`src/rtl/irq_ctrl_if.sv`:
```
// irq_ctrl_if: word-addressed register port between a bus master and irq_ctrl.
// Signals: reg_req_i/reg_wr_en_i/reg_addr_i/reg_data_i (request), reg_data_o/reg_ack_o (response).
interface irq_ctrl_if;
    logic        reg_req_i;
    logic        reg_wr_en_i;
    logic [7:0]  reg_addr_i;
    logic [31:0] reg_data_i;
    logic [31:0] reg_data_o;
    logic        reg_ack_o;

    modport master (
        output reg_req_i,
        output reg_wr_en_i,
        output reg_addr_i,
        output reg_data_i,
        input  reg_data_o,
        input  reg_ack_o
    );

    modport slave (
        input  reg_req_i,
        input  reg_wr_en_i,
        input  reg_addr_i,
        input  reg_data_i,
        output reg_data_o,
        output reg_ack_o
    );
endinterface

```
`src/rtl/irq_ctrl.sv`:
```
// irq_ctrl: prioritised external interrupt controller with claim/complete.
// Ports: clk, rst (sync, active-high), src_i[NUM_SRC], bus (irq_ctrl_if.slave),
//        irq_o, irq_id_o[4:0]. Define IRQ_CTRL_EDGE_EN for per-source edge mode.
module irq_ctrl #(
    parameter int NUM_SRC = 8,
    parameter int PRIO_W  = 3
) (
    input  logic               clk,
    input  logic               rst,
    input  logic [NUM_SRC-1:0] src_i,
    irq_ctrl_if.slave          bus,
    output logic               irq_o,
    output logic [4:0]         irq_id_o
);

    logic [NUM_SRC-1:0] r_src_q;
    logic [NUM_SRC-1:0] r_pending;
    logic [NUM_SRC-1:0] r_enable;
    logic [NUM_SRC-1:0] r_in_service;
    logic [PRIO_W-1:0]  r_thresh;
    logic [PRIO_W-1:0]  r_prio [NUM_SRC];
    logic               r_irq;
    logic [4:0]         r_irq_id;
    logic               r_ack;
    logic [31:0]        r_rdata;
`ifdef IRQ_CTRL_EDGE_EN
    logic [NUM_SRC-1:0] r_edge;
    logic [NUM_SRC-1:0] r_src_qq;
`endif

    logic [5:0]         w_word;
    logic               w_rd;
    logic               w_wr;
    logic               w_claim;
    logic               w_cmpl;
    logic [NUM_SRC-1:0] w_prio_hit;
    logic [NUM_SRC-1:0] w_elig;
    logic [NUM_SRC-1:0] w_pend_nxt;
    logic [NUM_SRC-1:0] w_isv_nxt;
    logic [4:0]         w_win_id;
    logic [PRIO_W-1:0]  w_win_prio;
    logic [31:0]        w_rdata;
    logic               w_unused;

    assign w_word   = bus.reg_addr_i[7:2];
    assign w_rd     = bus.reg_req_i & ~bus.reg_wr_en_i;
    assign w_wr     = bus.reg_req_i & bus.reg_wr_en_i;
    assign w_claim  = w_rd & (w_word == 6'd3);
    assign w_cmpl   = w_wr & (w_word == 6'd3);
    assign w_unused = ^{bus.reg_addr_i[1:0], bus.reg_data_i};

    always_comb begin
        for (int i = 0; i < NUM_SRC; i++) begin
            w_prio_hit[i] = (w_word == 6'(16 + i));
        end
    end

    // Edge-mode pending is sticky; a new rise in the claim cycle beats the clear.
    always_comb begin
        w_pend_nxt = r_src_q;
`ifdef IRQ_CTRL_EDGE_EN
        for (int i = 0; i < NUM_SRC; i++) begin
            if (r_edge[i]) begin
                w_pend_nxt[i] = r_pending[i];
                if (w_claim && r_irq_id == 5'(i + 1)) begin
                    w_pend_nxt[i] = 1'b0;
                end
                if (r_src_q[i] && !r_src_qq[i]) begin
                    w_pend_nxt[i] = 1'b1;
                end
            end
        end
`endif
    end

    always_comb begin
        w_isv_nxt = r_in_service;
        for (int i = 0; i < NUM_SRC; i++) begin
            if (w_claim && r_irq_id == 5'(i + 1)) begin
                w_isv_nxt[i] = 1'b1;
            end
            if (w_cmpl && bus.reg_data_i[4:0] == 5'(i + 1)) begin
                w_isv_nxt[i] = 1'b0;
            end
        end
    end

    // Strict '>' while scanning upward keeps the lowest ID on a priority tie.
    always_comb begin
        w_win_id   = '0;
        w_win_prio = '0;
        for (int i = 0; i < NUM_SRC; i++) begin
            w_elig[i] = r_pending[i] & r_enable[i] & ~r_in_service[i]
                      & (r_prio[i] > r_thresh);
            if (w_elig[i] && r_prio[i] > w_win_prio) begin
                w_win_prio = r_prio[i];
                w_win_id   = 5'(i + 1);
            end
        end
    end

    always_comb begin
        w_rdata = '0;
        case (w_word)
            6'd0: w_rdata = 32'(r_pending);
            6'd1: w_rdata = 32'(r_enable);
            6'd2: w_rdata = 32'(r_thresh);
            6'd3: w_rdata = 32'(r_irq_id);
`ifdef IRQ_CTRL_EDGE_EN
            6'd4: w_rdata = 32'(r_edge);
`endif
            default: begin
                for (int i = 0; i < NUM_SRC; i++) begin
                    if (w_prio_hit[i]) begin
                        w_rdata = 32'(r_prio[i]);
                    end
                end
            end
        endcase
    end

    always_ff @(posedge clk) begin
        if (rst) begin
            r_src_q      <= '0;
            r_pending    <= '0;
            r_enable     <= '0;
            r_in_service <= '0;
            r_thresh     <= '0;
            r_irq        <= 1'b0;
            r_irq_id     <= '0;
            r_ack        <= 1'b0;
            r_rdata      <= '0;
            for (int i = 0; i < NUM_SRC; i++) begin
                r_prio[i] <= '0;
            end
`ifdef IRQ_CTRL_EDGE_EN
            r_edge       <= '0;
            r_src_qq     <= '0;
`endif
        end else begin
            r_src_q      <= src_i;
            r_pending    <= w_pend_nxt;
            r_in_service <= w_isv_nxt;
            r_irq        <= (w_win_id != 5'd0);
            r_irq_id     <= w_win_id;
            r_ack        <= bus.reg_req_i;
            r_rdata      <= w_rd ? w_rdata : 32'd0;
`ifdef IRQ_CTRL_EDGE_EN
            r_src_qq     <= r_src_q;
`endif
            if (w_wr) begin
                case (w_word)
                    6'd1: r_enable <= bus.reg_data_i[NUM_SRC-1:0];
                    6'd2: r_thresh <= bus.reg_data_i[PRIO_W-1:0];
`ifdef IRQ_CTRL_EDGE_EN
                    6'd4: r_edge   <= bus.reg_data_i[NUM_SRC-1:0];
`endif
                    default: begin
                        for (int i = 0; i < NUM_SRC; i++) begin
                            if (w_prio_hit[i]) begin
                                r_prio[i] <= bus.reg_data_i[PRIO_W-1:0];
                            end
                        end
                    end
                endcase
            end
        end
    end

    assign irq_o          = r_irq;
    assign irq_id_o       = r_irq_id;
    assign bus.reg_ack_o  = r_ack;
    assign bus.reg_data_o = r_rdata;

endmodule

```
`src/flat_wrapper.sv`:
```
// flat-port wrapper written by rule: the top's interface ports become plain ports
module irq_ctrl_flat 
#(
    parameter int NUM_SRC = 8,
    parameter int PRIO_W  = 3
)
  (clk, rst, src_i, irq_o, irq_id_o, bus_reg_req_i, bus_reg_wr_en_i, bus_reg_addr_i, bus_reg_data_i, bus_reg_data_o, bus_reg_ack_o);
  irq_ctrl_if bus_i ();
  input  logic clk;
  input  logic rst;
  input  logic [NUM_SRC-1:0] src_i;
  output logic irq_o;
  output logic [4:0] irq_id_o;
  input wire logic [$bits(bus_i.reg_req_i)-1:0] bus_reg_req_i;
  input wire logic [$bits(bus_i.reg_wr_en_i)-1:0] bus_reg_wr_en_i;
  input wire logic [$bits(bus_i.reg_addr_i)-1:0] bus_reg_addr_i;
  input wire logic [$bits(bus_i.reg_data_i)-1:0] bus_reg_data_i;
  output wire logic [$bits(bus_i.reg_data_o)-1:0] bus_reg_data_o;
  output wire logic [$bits(bus_i.reg_ack_o)-1:0] bus_reg_ack_o;
  assign bus_i.reg_req_i = bus_reg_req_i;
  assign bus_i.reg_wr_en_i = bus_reg_wr_en_i;
  assign bus_i.reg_addr_i = bus_reg_addr_i;
  assign bus_i.reg_data_i = bus_reg_data_i;
  assign bus_reg_data_o = bus_i.reg_data_o;
  assign bus_reg_ack_o = bus_i.reg_ack_o;
  irq_ctrl #(.NUM_SRC(NUM_SRC), .PRIO_W(PRIO_W)) u_core (.clk(clk), .rst(rst), .src_i(src_i), .bus(bus_i), .irq_o(irq_o), .irq_id_o(irq_id_o));
endmodule
```
`config.mk`:
```
export PLATFORM = sky130hd
export DESIGN_NAME = irq_ctrl_flat
export DESIGN_NICKNAME = d
export VERILOG_FILES = /design/src/rtl/irq_ctrl_if.sv /design/src/rtl/irq_ctrl.sv /design/src/flat_wrapper.sv
export SDC_FILE = /design/constraint.sdc
export NUM_CORES = 1
export LEC_CHECK = 0
export ABC_AREA = 1
export CORE_MARGIN = 4
export CORE_UTILIZATION = 28
export CTS_CLUSTER_DIAMETER = 50
export DETAILED_ROUTE_END_ITERATION = 6
export PLACE_DENSITY_LB_ADDON = 0.3
export SYNTH_ARGS = -nofsm -noshare
export SYNTH_HDL_FRONTEND = slang
export SYNTH_SLANG_ARGS = --single-unit
```
`constraint.sdc`:
```
create_clock -name clk -period 12.28 [get_ports clk]
set_clock_uncertainty 0.05 [all_clocks]
set_input_delay 3.684 -clock clk [delete_from_list [all_inputs] [get_ports clk]]
set_output_delay 3.684 -clock clk [all_outputs]
set_load 0.05 [all_outputs]
```
**Word level (Yosys, flattened, before mapping)**

Memory sizes are Yosys's and may differ from the RTL's.
Cells that the tools add are included.

- Register bits after elaboration: 74
- RAM bits: 24
- Input port bits: 52
- Output and inout bits: 39
- Word-level logic and storage cells: 218
- Memories: 1

- Magnitude comparators: 16
- Eq/ne operators: 27
- Multiplexer cells: 74
- Bitwise logic cells: 46
- Reductions and logical operators: 38

Memories:

| name | depth | bits a word | read ports | clocked after Yosys merged registers in | write ports | line | text |
|---|---|---|---|---|---|---|---|
| u_core.r_prio | 8 | 3 | 8 | 0 | 8 | irq_ctrl.sv:21 | `logic [PRIO_W-1:0] r_prio [NUM_SRC];` |

Operators by type and width:

| operator | number |
|---|---|
| one-hot mux 32 bit (4 select lines) | 1 |
| two-way mux 3 bit | 27 |
| == test 6 x 5 -> 1 bit (second input constant) | 8 |
| > comparator 3 bit | 15 |
| two-way mux 1 bit | 43 |
| == test 5 x 3 -> 1 bit (second input constant) | 8 |
| bitwise AND 1 bit | 28 |
| logical AND 1 bit | 24 |
| == test 5 x 2 -> 1 bit (second input constant) | 4 |
| OR reduction 2 bit | 10 |
| == test 6 x 2 -> 1 bit (second input constant) | 2 |
| == test 5 x 1 -> 1 bit (second input constant) | 2 |
| == test 5 x 4 -> 1 bit (second input constant) | 2 |
| inverter 1 bit | 10 |
| OR 1 bit | 8 |
| == test 6 x 1 -> 1 bit (second input constant) | 1 |
| zero test 6 bit | 1 |
| nonzero test 5 bit | 1 |
| two-way mux 2 bit | 2 |
| two-way mux 4 bit | 1 |
| AND reduction 2 bit | 2 |
| > comparator 3 x 1 -> 1 bit (second input constant) | 1 |

**Longest topological paths before layout**

Gate-level depths: netlist of the first run.

- Depth after elaboration: 27
- Depth in mapped cells: 65
- Depth with buffers taken out: 65

**Worst setup path before layout of the first run**

Ideal clock, no wire load.

- Path type: register to register
- From: reg u_core.r_thresh[2]
- To: reg u_core.r_irq_id[0] (netlist: u_core.irq_id_o[0])
- Library setup time: 0.124 ns
- Arrival time: 7.878 ns
- Required time: 12.106 ns
- Slack: 4.228 ns
- Stages on the path, launching flop included: 60
- Buffers on the path: 0
- Clock period less this slack: 8.052 ns
- Path through: dfxtp_1 > inv_1 > ha_1 > nand2_1 > nor2_1 > nor2_1 > nand2_1 > nor2_2 > inv_1 > ha_1 > nand3_1 > nand2_1 > nor2_4 > nand3_2 > o21ai_0 > ha_1 > nand3_1 > nand2_1 > [... 24 more ...] > nand3_4 > nand2_4 > nand2_2 > and2_1 > ha_1 > nand2_1 > o21ai_0 > nand2_1 > nand2_1 > o21ai_0 > ha_1 > nand3_1 > nand4_1 > a311oi_1 > nand2_1 > inv_1 > nor2_1 > a21boi_1

- Longest elaborated chain between the ends: 25

RTL lines:

| what | line | text |
|---|---|---|
| start, declared | irq_ctrl.sv:20 | `logic [PRIO_W-1:0] r_thresh;` |
| start signal, assigned | irq_ctrl.sv:154 | `6'd2: r_thresh <= bus.reg_data_i[PRIO_W-1:0];` |
| > comparator 3 bit | irq_ctrl.sv:94 | `& (r_prio[i] > r_thresh);` |
| bitwise AND 1 bit | irq_ctrl.sv:94 |  |
| logical AND 1 bit | irq_ctrl.sv:95 | `if (w_elig[i] && r_prio[i] > w_win_prio) begin` |
| two-way mux 3 bit | irq_ctrl.sv:95 |  |
| > comparator 3 bit | irq_ctrl.sv:95 |  |
| logical AND 1 bit | irq_ctrl.sv:95 |  |
| two-way mux 3 bit | irq_ctrl.sv:95 |  |
| > comparator 3 bit | irq_ctrl.sv:95 |  |
| [... 9 more ...] | n/a |  |
| logical AND 1 bit | irq_ctrl.sv:95 |  |
| two-way mux 3 bit | irq_ctrl.sv:95 |  |
| > comparator 3 bit | irq_ctrl.sv:95 |  |
| logical AND 1 bit | irq_ctrl.sv:95 |  |
| two-way mux 3 bit | irq_ctrl.sv:95 |  |
| > comparator 3 bit | irq_ctrl.sv:95 |  |
| logical AND 1 bit | irq_ctrl.sv:95 |  |
| two-way mux 4 bit (*) | irq_ctrl.sv:95 |  |
| end signal, assigned | irq_ctrl.sv:145 | `r_irq_id <= w_win_id;` |
| end, declared | irq_ctrl.sv:23 | `logic [4:0] r_irq_id;` |

Every way passes the cells marked *; elsewhere a longest branch is shown, timed or not.
A chain may end at the register's enable or synchronous reset.

**Final worst setup path of the first run**

- From: reg u_core.r_thresh[2]
- To: reg u_core.r_irq_id[1] (netlist: u_core.irq_id_o[1])

The elaborated chain is that of the path after synthesis.

==> results of run 1 <==
state kept, by name, indices dropped and copies added (netlist names):
name and cells:
u_core.bus.reg_data_o 8, u_core.r_in_service 8, u_core.r_src_q 8, u_core.r_pending 8, u_core.r_prio 24, u_core.r_thresh 3, u_core.r_enable 8, u_core.bus.reg_ack_o 1
u_core.irq_id_o 4, u_core.irq_o 1
synthesized netlist by cell type (2+ instances only):
cell type	number
a221oi_1	3
o21ai_0	24
a311oi_1	3
nor3_1	17
nor2_2	3
ha_1	41
or2_1	2
clkbuf_1	3
dfxtp_1	49
nor3_2	2
nand2_1	94
a31oi_1	2
o21ai_1	5
a41oi_1	2
buf_4	25
or2_2	3
a21boi_1	2
a21oi_1	35
nand3_2	9
nand3_1	30
a211oi_1	3
nand2_4	2
inv_1	80
nand4_1	7
nand3_4	2
a2111oi_0	2
a22oi_1	6
nand3b_1	4
nor2_1	87
nand2_2	4
edfxtp_1	24
nor4_1	2
and2_1	3
inv_2	2
worst max-delay path: cells and delay by family (launching register included):
kind | cells | cell delay (ns)
simple gates | 38 | 4.44
fa+ha+maj | 8 | 2.34
compound gates | 7 | 1.66
buf+inv | 5 | 0.66
flops | 1 | 0.32
kinds of logic (layout without fill, tap and decap cells):
group,count (synthesis),after routing,synth area share
AND/OR/NAND/NOR,274,274,0.285
buffers and inverters,113,139,0.114
AO/OA/AOI/OAI,90,90,0.115
flip-flops,73,73,0.373
adder cells (fa/ha/maj),41,41,0.112
other,1,25,0.000822
stage by stage:
stage	power, mW	utilization	cell area (um2)
final	0.591	0.340	5420
after floorplan	0.320	-	4650
after detailed placement	0.335	0.321	5110
after global placement	0.334	0.321	5110
after global routing	0.618	0.340	5420
after CTS	0.598	0.340	5420
path summary, 6_finish.rpt:
check	slack, ns	to	cells after the start
hold / removal	0.35	u_core.r_pending[2]	2
setup reg to reg	2.67	u_core.irq_id_o[1]	58
hold reg to reg	0.35	u_core.r_pending[2]	2
setup / recovery	2.67	u_core.irq_id_o[1]	58
area by class of cell:
class	instances	area, um2	area share
flip-flops and latches	73	1700	0.314
repair buffers	40	398	0.0734
well taps	216	270	0.0498
multi-input cells	430	2430	0.449
clock inverters	4	31.3	0.00577
inverters	83	312	0.0574
clock buffers	12	278	0.0512
report_power, final:
part	leakage, nW	switching (mW)	internal [mW]
registers	0.627	0.00648	0.257
clock network	0.155	0.100	0.161
logic	1.55	0.0460	0.0202
routing by layer:
| layer | wire length, um | vias up | track usage |
|---|---|---|---|
| li1 | - | 2024 | - |
| met3 | 573 | 18 | 0.0204 |
| met1 | 5360 | 1715 | 0.169 |
| met2 | 5510 | 99 | 0.211 |
| met5 | 0 | - | 0 |
| met4 | 229 | 0 | 0.0454 |
==> flow_summary.json, run 1 <==
{
  "cts-hold-fix-buffers": 0,
  "remaining_drc_errors": 0,
  "routed_wirelength_um": 11700,
  "netlist-cell-type-count": 44,
  "power_density_nw_per_um2": 109,
  "leakagePower_nw": 2.33,
  "detail_route.first_pass.iterations": 5,
  "min_period_ns": 9.61,
  "most-common-layout-cells": "nand2_1, nor2_1, inv_1",
  "cts_tree": "done",
  "worst_pin_slew_ns": 0.844,
  "grt_use_total": 0.128,
  "crit-reg2reg-launch": "u_core.r_thresh[2]",
  "placed_cells": 842,
  "yosysSeqAreaShare": 0.373,
  "vias_per_cell": 4.49,
  "crit_slowest_cell": "inv_1",
  "clkTransAtPathRegs_ns": 0.06,
  "layout_commonest_cell": "nand2_1",
  "tritoncts.num_buffers": 9,
  "max_freq_mhz": 104,
  "netlist_area_um2": 4560,
  "slew_headroom": 0.435,
  "first_global_vias": 3640,
  "via_count": 3856,
  "dr.first_iter.drc_count": 273,
  "async_flop_share": 0,
  "setup_viol": 0,
  "post_cts_repair_resize_count": 0,
  "final_net_count": 730,
  "chipWidth_um": 136,
  "yosys.area.top_type": "dfxtp_1",
  "total_of_buffers_placed_on_input_and_output_ports": 39,
  "min-delay-start": "u_core.r_src_q[2]",
  "row_count": 46,
  "critical_path.startpoint": "u_core.r_thresh[2]",
  "fill_cells": 1731,
  "die_h_um": 136,
  "coreArea_um2": 15900,
  "final-max-slew-violation-count": 0,
  "clock-sinks": 73,
  "grt_pass1_wl_um": 18400,
  "antenna_found_initial": 0,
  "critPathMaxStageDelay_ns": 0.38,
  "synth-edff-count": 24,
  "vdd_ir_drop_max_mv": 0.0776,
  "synth_seq_cells": 73,
  "syn_inst": 592,
  "finalNonFillerCells": 858,
  "clock-root-buffer": "clkbuf_16",
  "path_class": "reg2reg",
  "cp_data_required_time_ns": 12.45,
  "setup.worst_path.start_class": "flip-flop",
  "synth.top_cell.area_share": 0.215,
  "area_delta_synth_final_pct": 18.8,
  "synthTopCellsByArea": "dfxtp_1, edfxtp_1, ha_1",
  "fin_tns_setup_ns": 0,
  "clk_path_buf_depth": 2,
  "critPathCaptureType": "flip-flop",
  "dp_worst_setup_slack_ns": 2.72,
  "hold-worst-slack_ns": 0.349,
  "wire_per_inst_um": 13.6,
  "synth.yosys.warnings": 0,
  "diodes": 0,
  "die_area_um2": 18400,
  "timing.critical_path.mode_cell": "nand2_1",
  "initial_core_util": 0.286,
  "place.detailed.hpwl_um": 9190,
  "cap_viol_max_count": 0,
  "grt_max_degree": 33,
  "design.portCount": 91,
  "setup_repair_after_global_routing_missed_its_margin": "no",
  "crit_arrival_ns": 9.78,
  "postRouteAntennaNets": 0,
  "post_cts_setup_buffers": 0,
  "placer_congestion_estimate": 0.796,
  "critical_path_peak_fanout": 8,
  "gr-total-overflow": 0,
  "synth_ff_type": "dfxtp_1",
  "h_tree_levels": 3,
  "final_hold_violation_count": 0,
  "postSynthAreaPerCell_um2": 7.71,
  "min_delay_worst_type": "reg2reg",
  "worst_skew_pair.late_latency_ns": 0.33,
  "run_status": "finished, final reports clean",
  "drive_gt1_frac": 0.0717,
  "fin_crit_sh": 0.783,
  "timing.final.ws_setup_ns": 2.67
}
Power figures use the tool's default switching activity.
==> inputs of run 2 (changes only) <==
clock period = 7.8 ns   (was 12.28 ns; I/O delays follow)
==> run 2 against run 1 <==
Compared with the run above:
- the flow now finishes with violations (negative setup slack)
- utilization increased by 7.6 points
- critical endpoint unchanged
- cell count is 11% higher
- register-to-register slack worse by 2.8 ns
- sequential share of layout area fell by 5.7 points
- die area unchanged
- routed wire length rose by 15%
- via count increased by 11%
- flip-flop and latch count stayed put
==> flow_summary.json, run 2 (synthesis gave the netlist of run 1 again) <==
{
  "power.share.switching": 0.271,
  "hold-worst-slack_ns": 0.350,
  "diodes": 0,
  "drive_gt1_frac": 0.300,
  "routed_wirelength_um": 13400,
  "seq_power_share": 0.435,
  "tritoncts.num_buffers": 9,
  "min_period_ns": 7.96,
  "largest_reg_flops": 24,
  "clkTransAtPathRegs_ns": 0.06,
  "design.portCount": 91,
  "fin_tns_setup_ns": -0.557,
  "path_class": "reg2reg",
  "crit_arrival_ns": 8.13,
  "final-max-slew-violation-count": 0,
  "setup_viol": 5,
  "remaining_drc_errors": 0,
  "area_delta_synth_final_pct": 45.3,
  "internal_power_uw": 699,
  "antenna_found_initial": 0,
  "dp_worst_setup_slack_ns": -0.701,
  "die_h_um": 136,
  "worst_pin_slew_ns": 0.820,
  "placer_congestion_estimate": 0.868,
  "row_count": 46,
  "gr-total-overflow": 0,
  "ff2ff_setup_slack_ns": -0.16,
  "grt_max_degree": 33,
  "min_delay_worst_type": "reg2reg",
  "groute.layer.met3.usage": 0.0219,
  "largest-register": "u_core.r_prio",
  "final_net_count": 828,
  "place.detailed.hpwl_um": 9660,
  "grt_pass1_wl_um": 21800,
  "cts_tree": "done",
  "final_hold_violation_count": 0,
  "timing.critical_path.mode_cell": "nand3_2",
  "crit_slowest_cell": "edfxtp_1",
  "detail_route.first_pass.iterations": 5,
  "grt_use_total": 0.150,
  "first_global_vias": 4363,
  "clk_path_buf_depth": 2,
  "critical_path_peak_fanout": 7,
  "critPathMaxStageDelay_ns": 0.44,
  "slew_headroom": 0.451,
  "coreArea_um2": 15900,
  "timing.final.ws_setup_ns": -0.159,
  "postRouteAntennaNets": 0,
  "chipWidth_um": 136,
  "max_freq_mhz": 126,
  "cap_viol_max_count": 0,
  "clock-sinks": 73,
  "critical_path.startpoint": "u_core.r_prio[0][1]",
  "via_count": 4293,
  "dr.first_iter.drc_count": 198,
  "layout_commonest_cell": "buf_4",
  "combinationalPowerShare": 0.131,
  "fin_crit_sh": 1.02,
  "crit_end": "u_core.irq_id_o[1]",
  "cp_data_required_time_ns": 7.97,
  "vias_per_cell": 4.49,
  "met1_usage": 0.189,
  "most-common-layout-cells": "buf_4, nor2_1, nand2_1",
  "violations": "negative setup slack",
  "h_tree_levels": 3,
  "initial_core_util": 0.286,
  "leakagePower_nw": 2.83,
  "setup_repair_after_global_routing_missed_its_margin": "yes",
  "wire_per_inst_um": 14.1,
  "total_of_buffers_placed_on_input_and_output_ports": 39,
  "worst_skew_pair.late_latency_ns": 0.34,
  "critPathCaptureType": "flip-flop",
  "r2r.worst_path.cells": 59,
  "clock-root-buffer": "clkbuf_16",
  "die_area_um2": 18400,
  "crit-reg2reg-launch": "u_core.r_prio[0][1]",
  "global_route.peak_usage_layer": "met2",
  "vdd_ir_drop_max_mv": 0.109,
  "setup.worst_path.start_class": "flip-flop",
  "power_density_nw_per_um2": 144,
  "r2r_end": "u_core.irq_id_o[1]",
  "switchingPower_uw": 260,
  "power.clock.fraction": 0.434,
  "grt_use_met2": 0.265,
  "run_status": "finished, violations left"
}
==> run 2: cell types whose count changed in the layout (fill, tap and decap cells not counted), moves of 5 or more <==
cell and delta:
buf_4 +96, inv_1 -9, nand2_1 -18, nor2_2 +6
ha_4 +15, inv_2 +8, ha_1 -15, nand3_1 -11
o21ai_0 -7, o21ai_2 +5, nor2_1 -8, nand2_2 +13
nand3_2 +7
==> run 2: worst min path at each step <==
stage	from	endpoint	slack (ns)	cells past startpoint
floorplan	u_core.r_src_q[0]	u_core.r_pending[0]	0.34	2
global placement	u_core.r_src_q[5]	u_core.r_pending[5]	0.34	2
detailed placement	u_core.r_src_q[0]	u_core.r_pending[0]	0.34	2
CTS	u_core.r_src_q[0]	u_core.r_pending[0]	0.35	2
global route	u_core.r_src_q[5]	u_core.r_pending[5]	0.36	2
finish	u_core.r_src_q[1]	u_core.r_pending[1]	0.35	2
==> run 2: layer usage <==
metal,share of wire,vias up
met5,0,-
met4,0.015,0
met3,0.029,15
met2,0.52,72
met1,0.44,1985
li1,-,2221
==> run 2: metrics by stage <==
| stage | util | cell area [um2] | power (mW) | instances |
|---|---|---|---|---|
| 6_report | 0.416 | 6630 | 0.958 | 956 |
| 5_1_grt | 0.416 | 6630 | 0.999 | 956 |
| 4_1_cts | 0.403 | 6420 | 0.957 | 955 |
| 3_5_place_dp | 0.343 | 5470 | 0.531 | 885 |
| 3_3_place_gp | 0.343 | 5470 | 0.530 | 885 |
| 2_1_floorplan | - | 4690 | 0.505 | 616 |
==> run 2: cell type report <==
type,count,area [um2]
Clock buffer,9,225
Tap cell,216,270
Fill cell,1611,9310
Sequential cell,73,1700
Inverter,83,314
Timing Repair Buffer,138,1140
Clock inverter,7,75.1
Multi-Input combinational cell,430,2910
==> run 2: critical path: cells and delay by family (launching register included) <==
| family | cells | cell delay (ns) |
|---|---|---|
| AO/OA/AOI/OAI | 6 | 0.86 |
| adder cells (fa/ha/maj) | 8 | 1.96 |
| buffers and inverters | 4 | 0.25 |
| flip-flops | 1 | 0.44 |
| AND/OR/NAND/NOR | 41 | 4.25 |
==> run 2: power by group through the flow <==
stage	registers [mW]	clock network, mW	logic, mW
CTS	0.416	0.424	0.117
global route	0.418	0.441	0.140
detailed placement	0.423	0	0.108
global placement	0.423	0	0.107
floorplan	0.421	0	0.0843
finish	0.417	0.416	0.126
==> run 2: repair_timing <==
item,CTS,global route
hold buffers,0,0
gates resized for setup,51,43
setup endpoints to repair,5,5
buffers inserted,54,5
pin swaps,46,42
==> inputs of run 3 (changes only) <==
CTS_BUF_LIST = sky130_fd_sc_hd__clkbuf_16   (was unset)
CTS_CLUSTER_SIZE = 24   (was unset)
==> results of run 3 <==
Final layout, timing and power as in run 2 (identical DEF).
==> patch, RTL diff (config.mk and constraints of run 2) <==
Put one more register stage on the output `irq_o`, with the module's reset. The value now appears one clock later. The other outputs are not delayed to match.
--- a/src/rtl/irq_ctrl.sv
+++ b/src/rtl/irq_ctrl.sv
@@ -167,7 +167,13 @@
         end
     end
 
-    assign irq_o          = r_irq;
+    always_ff @(posedge clk) begin
+        if (rst) begin
+            irq_o <= '0;
+        end else begin
+            irq_o <= r_irq;
+        end
+    end
     assign irq_id_o       = r_irq_id;
     assign bus.reg_ack_o  = r_ack;
     assign bus.reg_data_o = r_rdata;
Behaviour: not the same (Yosys sat finds a counterexample within 4 cycles, from zero or initial values and one cycle with rst high).
==> patch against run 2 <==
Largest cell class unchanged. Global-route usage fell by 0.58 points. Wire length rose by 0.40%. Cell area barely moved. First-iteration DRC count fell by 2.5%. Fmax rose by 2.7%. Sequential cell count rose by 1. Critical path depth rose by 2. Worst setup slack improved by 0.21 ns. Area after synthesis rose by 2.2%. Power rose by 0.12%. Critical path type unchanged.
==> patch: results <==
[place]
dpl_cell_area_sq_um = 5530
hpwl_mm = 9.72

[global_route]
grt_usage_pct = 14.4
grt_pass1_vias = 4146
grt_max_degree = 35
grt_first_pass_wirelength_mm = 21.0
grtUsageMet2_pct = 23.7
met3_usage_pct = 2.17
met1_usage_pct = 19.4

[timing]
holdWs_ns = 0.352
setup_ws_ns = 0.0537
worstMarginPinSlew_ns = 0.859

[pwr]
pwr-share-seq_pct = 44.0
cellPowerDensity_nw_per_um2 = 145
pg_clk_mw = 0.408

[synth]
ys_types = 42
yosysSeqAreaShare_pct = 36.9
synthTopCellsByCount = "105 x nor2_1, 102 x nand2_1, 89 x inv_1, 50 x dfxtp_1, 41 x ha_1"
synthTopCellsByArea = "dfxtp_1 21%, edfxtp_1 15%, ha_1 11%, nor2_1 8.5%, nand2_1 8.2%"
post_synth_fa_ha_maj_area_fraction_pct = 11.0

[critical_path]
endpoint = "u_core.r_irq$_SDFF_PP0_"
reg2reg_slack_ns = 0.05
crit_arrival_ns = 7.90
reg2reg_depth = 61
r2r-end = "u_core.r_irq$_SDFF_PP0_"

[layout]
multi_input_area_sq_um = 2970
drive_above_1_share_pct = 27.3
n_fill_cell = 1635

[drt]
wl_per_cell_microns = 14.1
wl_met1_mm = 6.22
dr_wl_met2_mm = 6.42
via_per_inst = 4.46
num_vias = 4277

[run_status]
status = "completed"

[min_path]
whs_endpoint = "u_core.r_pending[7]$_SDFF_PP0_"

[cts]
cts_setup_buffers = 34
cts_resized = 54
==> patch: cell count changes after synthesis, sizes merged, moves of 4 or more <==
cell / before / now
nand3b: 5 / 1
a211oi: 3 / 9
nand2: 100 / 112
nor3: 19 / 10
a22oi: 6 / 2
a21oi: 35 / 22
inv: 82 / 93
nor2: 91 / 111
==> patch: area by class of cell <==
type | instances | area share (%)
Clock buffer | 13 | 4.24
Clock inverter | 3 | 0.283
Inverter | 94 | 5.36
Multi-Input combinational cell | 440 | 44.8
Sequential cell | 74 | 25.9
Tap cell | 216 | 4.07
Timing Repair Buffer | 119 | 15.3
==> patch: worst max-delay path: cells and delay by family (launching register included) <==
kind | cells | cell delay [ns]
AND/OR/NAND/NOR | 36 | 3.39
buffers and inverters | 9 | 0.69
flip-flops | 1 | 0.44
AO/OA/AOI/OAI | 8 | 0.87
adder cells (fa/ha/maj) | 8 | 2.15
